**src/rtl/ps2_mouse_pkg.sv**
```systemverilog
// Shared definitions for the PS/2 mouse packet path: sequencer states, byte0 field
// positions and a saturating increment for the sync error counter.
package ps2_mouse_pkg;

    typedef enum logic [1:0] {
        WAIT_B0 = 2'd0,
        WAIT_B1 = 2'd1,
        WAIT_B2 = 2'd2
    } pkt_state_t;

    localparam int B0_LEFT  = 0;
    localparam int B0_RIGHT = 1;
    localparam int B0_SYNC  = 3;
    localparam int B0_SX    = 4;
    localparam int B0_SY    = 5;
    localparam int B0_OVX   = 6;
    localparam int B0_OVY   = 7;

    localparam logic [8:0] OVF_MAG = 9'd255;

    function automatic logic [7:0] sat_inc8(input logic [7:0] v);
        return (v == 8'hFF) ? v : v + 8'd1;
    endfunction

endpackage

```
**src/rtl/ps2_axis_conv.sv**
```systemverilog
// One mouse axis: 9-bit sign+byte delta with overflow flag to scaled 10-bit
// magnitude and a direction bit (1 = positive).
module ps2_axis_conv
    import ps2_mouse_pkg::*;
#(
    parameter int VSHIFT = 1
) (
    input  logic       sign,
    input  logic [7:0] val,
    input  logic       ovf,
    output logic [9:0] vel,
    output logic       dir
);

    logic [8:0] mag;

    always_comb begin
        mag = {1'b0, val};
        if (ovf)
            mag = OVF_MAG;
        else if (sign)
            mag = {1'b0, ~val} + 9'd1;   // 9 bits so that -256 yields 256
    end

    // A 9-bit magnitude never exceeds 1023, so widening is the saturation.
    assign vel = {1'b0, mag} >> VSHIFT;
    assign dir = ~sign;

endmodule

```
**src/rtl/ps2_mouse_packet_ctrl.sv**
```systemverilog
// Assembles 3-byte PS/2 mouse packets from the receiver FIFO, pops each byte,
// resyncs on timeout and drives held velocities and button state.
//
//  state   | meaning
//  WAIT_B0 | hunting for a byte0 with the sync bit set
//  WAIT_B1 | byte0 latched, waiting for the X delta byte
//  WAIT_B2 | byte1 latched, waiting for the Y delta byte, then decode
module ps2_mouse_packet_ctrl
    import ps2_mouse_pkg::*;
#(
    parameter int TIMEOUT_CYCLES = 10_000_000,
    parameter int HOLD_CYCLES    = 10_000_000,
    parameter int VSHIFT         = 1
) (
    input  logic       clk,
    input  logic       rst,
    input  logic       rx_ready,
    input  logic [7:0] rx_data,
    output logic       rx_rdn,
    output logic [9:0] vx,
    output logic [9:0] vy,
    output logic       dx,
    output logic       dy,
    output logic       btn_left,
    output logic       btn_right,
    output logic       left_press,
    output logic       pkt_valid,
    output logic [7:0] sync_err
);

    localparam int TW = (TIMEOUT_CYCLES > 1) ? $clog2(TIMEOUT_CYCLES) : 1;
    localparam int HW = (HOLD_CYCLES > 1) ? $clog2(HOLD_CYCLES) : 1;
    localparam logic [TW-1:0] TO_LAST   = TW'(TIMEOUT_CYCLES - 1);
    localparam logic [HW-1:0] HOLD_LOAD = HW'(HOLD_CYCLES - 1);

    pkt_state_t    state;
    logic [7:0]    b0_q;
    logic [7:0]    b1_q;
    logic [TW-1:0] tmr;
    logic [HW-1:0] hold_cnt;

    logic       accept;
    logic       timeout;
    logic [9:0] vel_x, vel_y;
    logic       dir_x, dir_y;

    // rx_rdn is low exactly in the cycle after an accept, which blocks re-accept.
    assign accept  = rx_ready & rx_rdn;
    assign timeout = (state != WAIT_B0) && (tmr == TO_LAST);

    // Y byte is taken straight from the FIFO head so decode lands one cycle after accept.
    ps2_axis_conv #(.VSHIFT(VSHIFT)) u_conv_x (
        .sign (b0_q[B0_SX]),
        .val  (b1_q),
        .ovf  (b0_q[B0_OVX]),
        .vel  (vel_x),
        .dir  (dir_x)
    );

    ps2_axis_conv #(.VSHIFT(VSHIFT)) u_conv_y (
        .sign (b0_q[B0_SY]),
        .val  (rx_data),
        .ovf  (b0_q[B0_OVY]),
        .vel  (vel_y),
        .dir  (dir_y)
    );

    always_ff @(posedge clk) begin
        if (rst) begin
            state      <= WAIT_B0;
            b0_q       <= 8'd0;
            b1_q       <= 8'd0;
            tmr        <= '0;
            hold_cnt   <= '0;
            rx_rdn     <= 1'b1;
            vx         <= 10'd0;
            vy         <= 10'd0;
            dx         <= 1'b0;
            dy         <= 1'b0;
            btn_left   <= 1'b0;
            btn_right  <= 1'b0;
            left_press <= 1'b0;
            pkt_valid  <= 1'b0;
            sync_err   <= 8'd0;
        end else begin
            rx_rdn     <= ~accept;
            pkt_valid  <= 1'b0;
            left_press <= 1'b0;

            if (hold_cnt != '0) begin
                hold_cnt <= hold_cnt - HW'(1);
                if (hold_cnt == HW'(1)) begin
                    vx <= 10'd0;
                    vy <= 10'd0;
                end
            end

            case (state)
                WAIT_B0: begin
                    tmr <= '0;
                    if (accept) begin
                        if (rx_data[B0_SYNC]) begin
                            b0_q  <= rx_data;
                            state <= WAIT_B1;
                        end else begin
                            sync_err <= sat_inc8(sync_err);
                        end
                    end
                end
                WAIT_B1: begin
                    if (accept) begin
                        b1_q  <= rx_data;
                        tmr   <= '0;
                        state <= WAIT_B2;
                    end else if (timeout) begin
                        tmr      <= '0;
                        state    <= WAIT_B0;
                        sync_err <= sat_inc8(sync_err);
                    end else begin
                        tmr <= tmr + TW'(1);
                    end
                end
                WAIT_B2: begin
                    if (accept) begin
                        tmr        <= '0;
                        state      <= WAIT_B0;
                        vx         <= vel_x;
                        vy         <= vel_y;
                        dx         <= dir_x;
                        dy         <= dir_y;
                        btn_left   <= b0_q[B0_LEFT];
                        btn_right  <= b0_q[B0_RIGHT];
                        left_press <= b0_q[B0_LEFT] & ~btn_left;
                        pkt_valid  <= 1'b1;
                        hold_cnt   <= HOLD_LOAD;
                    end else if (timeout) begin
                        tmr      <= '0;
                        state    <= WAIT_B0;
                        sync_err <= sat_inc8(sync_err);
                    end else begin
                        tmr <= tmr + TW'(1);
                    end
                end
                default: begin
                    tmr   <= '0;
                    state <= WAIT_B0;
                end
            endcase
        end
    end

endmodule

```
**config.mk**
```make
export PLATFORM = sky130hd
export DESIGN_NAME = ps2_mouse_packet_ctrl
export DESIGN_NICKNAME = d
export VERILOG_FILES = /design/src/rtl/ps2_mouse_pkg.sv /design/src/rtl/ps2_axis_conv.sv /design/src/rtl/ps2_mouse_packet_ctrl.sv
export SDC_FILE = /design/constraint.sdc
export NUM_CORES = 1
export LEC_CHECK = 0
export CORE_MARGIN = 2
export CORE_UTILIZATION = 50
export CTS_BUF_LIST = sky130_fd_sc_hd__clkbuf_4 sky130_fd_sc_hd__clkbuf_8
export DETAILED_ROUTE_END_ITERATION = 10
export GPL_ROUTABILITY_DRIVEN = 0
export PLACE_DENSITY = 0.72
export SYNTH_ARGS = -nofsm -noshare
export SYNTH_HDL_FRONTEND = slang
export SYNTH_SLANG_ARGS = --single-unit
```
**constraint.sdc**
```tcl
create_clock -name clk -period 4.15 [get_ports clk]
set_clock_uncertainty 0.05 [all_clocks]
set_input_delay 1.0375 -clock clk [delete_from_list [all_inputs] [get_ports clk]]
set_output_delay 1.0375 -clock clk [all_outputs]
set_load 0.1 [all_outputs]
```
Word level (Yosys, flattened, before mapping)
Index checks and enable logic that the tools add are counted.
Operators by class
  add/sub/neg operators: 5
  equality and inequality tests: 10
  muxes and demuxes: 28
  bitwise operators: 10
  reduce and logical (&&, ||, !) cells: 14
Operators by type and width (count)
  2-to-1 mux 10 bit: 8
  2-to-1 mux 24 bit: 3
  2-to-1 mux 8 bit: 5
  2-to-1 mux 9 bit: 4
  adder 24 x 1 -> 24 bit (second input constant): 1
  equality test 24 x 1 -> 1 bit (second input constant): 1
  equality test 24 bit (second input constant): 1
  nonzero test 24 bit: 1
  subtractor 24 x 1 -> 24 bit (second input constant): 1
  adder 8 x 1 -> 9 bit (second input constant): 2
  inverter 8 bit: 2
  case mux 8 bit (2 select lines): 1
  2-to-1 mux 2 bit: 5
  adder 8 x 1 -> 8 bit (second input constant): 1
  equality test 8 bit (second input constant): 1
  inequality test 2 bit (second input constant): 4
  inverter 1 bit: 6
  case mux 2 bit (3 select lines): 1
  AND reduction 2 bit: 3
  AND reduction 5 bit: 1
  nonzero test 2 bit: 2
  OR reduction 2 bit: 2
  OR reduction 4 bit: 1
  AND reduction 3 bit: 1
  8 further kinds: 9
Word-level totals
  register bits after elaboration: 101
  input port bits: 11
  output and inout bits: 35
  logic and storage cells: 82

Depth between registers and ports, before layout
  depth in word-level cells: 6
  gate-level depth with buffers: 9
  gate-level depth less buffers: 8

By module
A second synthesis with hierarchy kept.
Unflattened totals
  cells, all modules: 537
  area total of the unflattened synthesis: 4748.3 sq um
Modules (own cells, without submodules)
  ps2_mouse_packet_ctrl: instances 1, cells each 463, area each 4272.8 sq um, seq. area each 1981.9 sq um
  ps2_axis_conv: instances 2, cells each 37, area each 237.7 sq um, seq. area each 0.0 sq um

Least setup slack after synthesis
OpenSTA, ideal clock, no wires.
  path kind: reg-to-reg
  from: register sync_err[2]
  to: register sync_err[7]
  library setup time: 115 ps
  data arrival time: 2452 ps
  required time: 3985 ps
  slack: 1534 ps
  stages on the path, launching flop included: 8
  path buffers: 1
  clock period less this slack: 2616 ps
  cell sequence: dfxtp_1 and3_1 nand3_1 or2_2 o21ai_1 clkbuf_1 nor4_1 o21a_1
Between the ends
  cells in the longest elaborated chain, start to end: 5
  elaborated cells on any way between the ends: 8
  classes of those cells: 1 x add/sub; 1 x eq/ne; 6 x mux
Ends and longest elaborated chain
  start, declared: RTL line ps2_mouse_packet_ctrl.sv:28  | output logic [7:0] sync_err
  start signal, assigned: RTL line ps2_mouse_packet_ctrl.sv:106  | sync_err <= sat_inc8(sync_err);
  start signal, assigned: RTL line ps2_mouse_packet_ctrl.sv:118  | sync_err <= sat_inc8(sync_err);
  start signal, assigned: RTL line ps2_mouse_packet_ctrl.sv:139  | sync_err <= sat_inc8(sync_err);
  adder 8 x 1 -> 8 bit or equality test 8 bit (tied branches): RTL line ps2_mouse_pkg.sv:22  | return (v == 8'hFF) ? v : v + 8'd1;
  2-to-1 mux 8 bit *: RTL line ps2_mouse_pkg.sv:22
  2-to-1 mux 8 bit, on equally long branches: RTL line ps2_mouse_packet_ctrl.sv:115, ps2_mouse_packet_ctrl.sv:136, ps2_mouse_packet_ctrl.sv:102
  2-to-1 mux 8 bit, on equally long branches: RTL line ps2_mouse_packet_ctrl.sv:111, ps2_mouse_packet_ctrl.sv:101
  case mux 8 bit (2 select lines) *: RTL line ps2_mouse_packet_ctrl.sv:98  | case (state)
Every way passes the cells marked *; elsewhere a longest branch is shown, timed or not. The select of a mux whose other input is x is not followed.
A chain may end at the register's enable or synchronous reset.

Worst setup path after layout
  from: register sync_err[0]
  to: output sync_err[0]
No word-level cell between the ends.

==> flow_results.org <==
** Synth
- The netlist uses 48 different library cells.
- Counting flops with an async set or reset pin after synthesis yields a share of 0.
- Synthesized instance count :: between 500 and 600
- Total nets after synthesis :: 556
- The synthesized netlist occupies a cell area of about 4500 µm².
- After synthesis, the mean cell area works out to between 8 and 9 µm².
- Fraction of the yosys area taken by sequential cells :: 0.442
- Number of synthesized flops with an enable pin :: 0
- Total number of yosys warnings :: 0
- Synthesis inferred 99 register bits.
- Ys flop type :: sky130_fd_sc_hd__dfxtp_1

** Worst setup path
- In this design, the largest share of critical-path delay is due to buffers and inverters.
- STA classifies the critical path endpoint as an output pin.
- Cell chain of the critical path :: clkdlybuf4s50_1
- Data arrival time of the critical path :: a little under 2000 ps
- For the worst setup path, the data required time is 3060 ps.
- In this run the critical register-to-register path is captured at hold_cnt[16].
- R2R Setup Slk :: about 1600 ps
- Critical path class :: reg -> out
- The number of cells on the worst reg-to-reg path is 6.
- The worst setup path is launched from a flop.
- Of all nets on the critical path, the largest fanout is 6.
- Critical Path Slowest Stage Cell :: sky130_fd_sc_hd__clkdlybuf4s50_1
- The startpoint identified for the worst register-to-register timing path is hold_cnt[20].
- Counting both buffers and inverters, the worst setup path holds a total of 1.
- Max incr delay on CP :: between 1000 and 1500 ps

** CTS
- After clock tree synthesis, the setup repair step added 0 buffers.
- Clock buffer count from CTS :: 9
- Clock latency of the later-clocked register in the worst-skew pair :: between 300 and 400 ps
- Hold buffer count at cts :: 0
- Buffer type at the clock tree root :: sky130_fd_sc_hd__clkbuf_8
- After clock tree synthesis, the clock-pin slew on the worst setup and hold paths is about 90 ps.
- Deepest clock path buffer count :: 2
- Clock sinks :: between 90 and 100
- After clock tree synthesis, the repair step resized 0 gates.
- TritonCTS clock tree :: done
- H-tree depth :: 3

** Run status
- Run status :: complete, no violations

** Global route
- Summed over all layers, the global routing overflow is 0.
- The first global-routing pass estimated about 17 mm of wire.
- Number of antenna violations at the first check in global routing :: 0
- Entering global routing, the biggest net connects between 40 and 50 pins.
- For this run, the total global-route usage over all layers was measured as 0.208.
- The number of global-route vias before repair is 3,666.

** Floorplanning
- Top-Level Pins :: 46
- The die covers slightly below 10,000 µm².
- After floorplanning, the core was divided into 34 placement rows.
- For this configuration, the core starts out at a cell density of 0.514.
- Standard cell core area :: between 8000 and 9000 µm²
- Die Wd :: between 90 and 100 µm
- The die is between 90 and 100 µm tall.

** Power
- Peak supply drop :: 0.238 mV
- Static Leakage :: 1.82 nW
- Pwr/cell area :: 500 nW/µm²

** Routing
- Detailed-router iteration count before antenna repair :: 4
- Routed wire length :: about 9.6 mm
- Antenna Nets Post-Route :: 0
- The detailed router finished its first iteration with about 190 violations.
- Post-DR vias/cell :: between 5 and 6
- Vias after detailed routing :: 3,714
- For this run, design rule violations remaining after detail routing come to 0.
- In the final routed layout, each cell accounts on average for between 10 and 15 µm.

** Worst hold path
- The path class of the tightest hold or removal check is reg -> reg.
- Counting instances, the worst hold path has a depth of 1.
- For hold timing, the worst endpoint is tmr[0].
- In this run the most critical hold path is launched from tmr[0].

** Place
- Placed cell areas :: between 4000 and 5000 µm²
- The wire-length estimate of the detail-placed layout is 6.91 mm.
- Input and output buffers added on the ports amount to 45.

** Timing
- Dividing the final minimum period by the clock period gives 0.737.
- Final Hold Violating Endpoints :: 0
- Max-slew violation total from the final report :: 0
- Setup total negative slack :: 0 ps
- Setup repair after global routing left no endpoint under its margin.
- Worst Max-Slew Pin Slew :: between 900 and 1000 ps
- Highest attainable clock frequency :: roughly 330 MHz
- Hold_ws :: a little over 400 ps
- Setup violations remaining at the end of the flow were counted as 0.
- Crit path time final :: between 3000 and 4000 ps
- Headroom to the max-slew limit came out at 0.341.

** Final layout
- Most frequent cells in the layout :: sky130_fd_sc_hd__dfxtp_1 (99), sky130_fd_sc_hd__nand2_1 (68), sky130_fd_sc_hd__nor2_1 (57)
- # nets final :: a little under 600
- Most common cell after layout, fill and taps aside :: sky130_fd_sc_hd__dfxtp_1
- After routing the design area is between 5000 and 6000 µm².
- From synthesis to final layout, the design area changed by 15.8%.
- The number of antenna diodes in the final layout is 0.
- Fraction of layout cells with a size suffix above 1 :: 0.0523

** Flow run
- Count of maximum capacitance violations :: 0
-- synthesized netlist by cell type (3+ instances only) --
| cell | instances | share of area |
|---|---|---|
| sky130_fd_sc_hd__a211oi_1 | 4 | 0.0067 |
| sky130_fd_sc_hd__a21oi_1 | 50 | 0.056 |
| sky130_fd_sc_hd__and2_1 | 3 | 0.0042 |
| sky130_fd_sc_hd__and3_1 | 11 | 0.015 |
| sky130_fd_sc_hd__clkbuf_1 | 22 | 0.018 |
| sky130_fd_sc_hd__dfxtp_1 | 99 | 0.44 |
| sky130_fd_sc_hd__ha_1 | 11 | 0.031 |
| sky130_fd_sc_hd__inv_1 | 11 | 0.0092 |
| sky130_fd_sc_hd__nand2_1 | 68 | 0.057 |
| sky130_fd_sc_hd__nand3_1 | 32 | 0.036 |
| sky130_fd_sc_hd__nand4_1 | 7 | 0.0098 |
| sky130_fd_sc_hd__nor2_1 | 57 | 0.048 |
| sky130_fd_sc_hd__nor2b_1 | 3 | 0.0042 |
| sky130_fd_sc_hd__nor3_1 | 18 | 0.020 |
| sky130_fd_sc_hd__nor4_1 | 9 | 0.013 |
| sky130_fd_sc_hd__nor4b_1 | 5 | 0.0098 |
| sky130_fd_sc_hd__o21a_1 | 4 | 0.0067 |
| sky130_fd_sc_hd__o21ai_0 | 16 | 0.018 |
| sky130_fd_sc_hd__o31ai_1 | 4 | 0.0067 |
| sky130_fd_sc_hd__or3_1 | 9 | 0.013 |
| sky130_fd_sc_hd__or4_1 | 3 | 0.0050 |
| sky130_fd_sc_hd__xnor2_1 | 30 | 0.059 |
| sky130_fd_sc_hd__xor2_1 | 27 | 0.053 |
-- final cells by class --
type | instances | area [µm²]
fillers | 791 | 3530
multi-input cells | 401 | 2370
clock buffers | 11 | 145
well taps | 108 | 135
inverters | 11 | 41.3
clock inverters | 5 | 62.6
flip-flops and latches | 99 | 1980
repair buffers | 47 | 460
-- through the flow --
step	power, mW	worst slack (ps)	utilization	cells
after global placement	1.95	1170	0.572	666
after floorplan	1.84	1530	-	534
after detailed placement	1.98	1110	0.572	666
final	2.60	1090	0.596	682
after CTS	2.63	1060	0.596	682
after global routing	2.79	1020	0.596	682
-- cell families (layout without fill, tap and decap cells) --
family                     after synthesis  count (layout)  synth area share
adders and majority gates               11              11            0.0307
buffers and inverters                   34              74            0.0301
and+or+nand+nor                        243             243             0.269
DFF                                     99              99             0.442
muxes                                    1               1           0.00223
AOI/OAI and AO/OA                       89              89             0.115
xor gates and xnor gates                57              57             0.111
-- sequential cells by signal, summed over array words and instances, names as in the netlist, 2 cells and up --
| register | cells |
|---|---|
| sync_err | 8 |
| vx | 10 |
| hold_cnt | 24 |
| vy | 10 |
| state | 2 |
| b1_q | 8 |
| b0_q | 6 |
| tmr | 24 |
-- how the worst max path moves through the flow --
stage | from | endpoint | depth (start not counted)
6_report | sync_err[0] | sync_err[0] | 1
5_1_grt | sync_err[0] | sync_err[0] | 1
4_1_cts | sync_err[0] | sync_err[0] | 1
3_5_place_dp | rx_data[3] | sync_err[7] | 6
2_1_floorplan | sync_err[2] | sync_err[7] | 7
3_3_place_gp | rx_data[3] | sync_err[7] | 6
-- where the power goes --
group | internal (mW) | total, mW | switching [mW] | leakage, nW
Clock | 0.304 | 0.636 | 0.332 | 0.0992
Combinational | 0.341 | 0.810 | 0.469 | 0.916
Sequential | 1.05 | 1.15 | 0.105 | 0.802
-- layer usage --
metal | GRT usage | vias up | routed length (µm)
met3 | 0.0482 | 10 | 391
met2 | 0.345 | 67 | 4670
li1 | - | 1919 | -
met4 | 0.0695 | 0 | 85
met1 | 0.269 | 1718 | 4450
met5 | 0 | - | 0
Power figures use the tool's default switching activity.
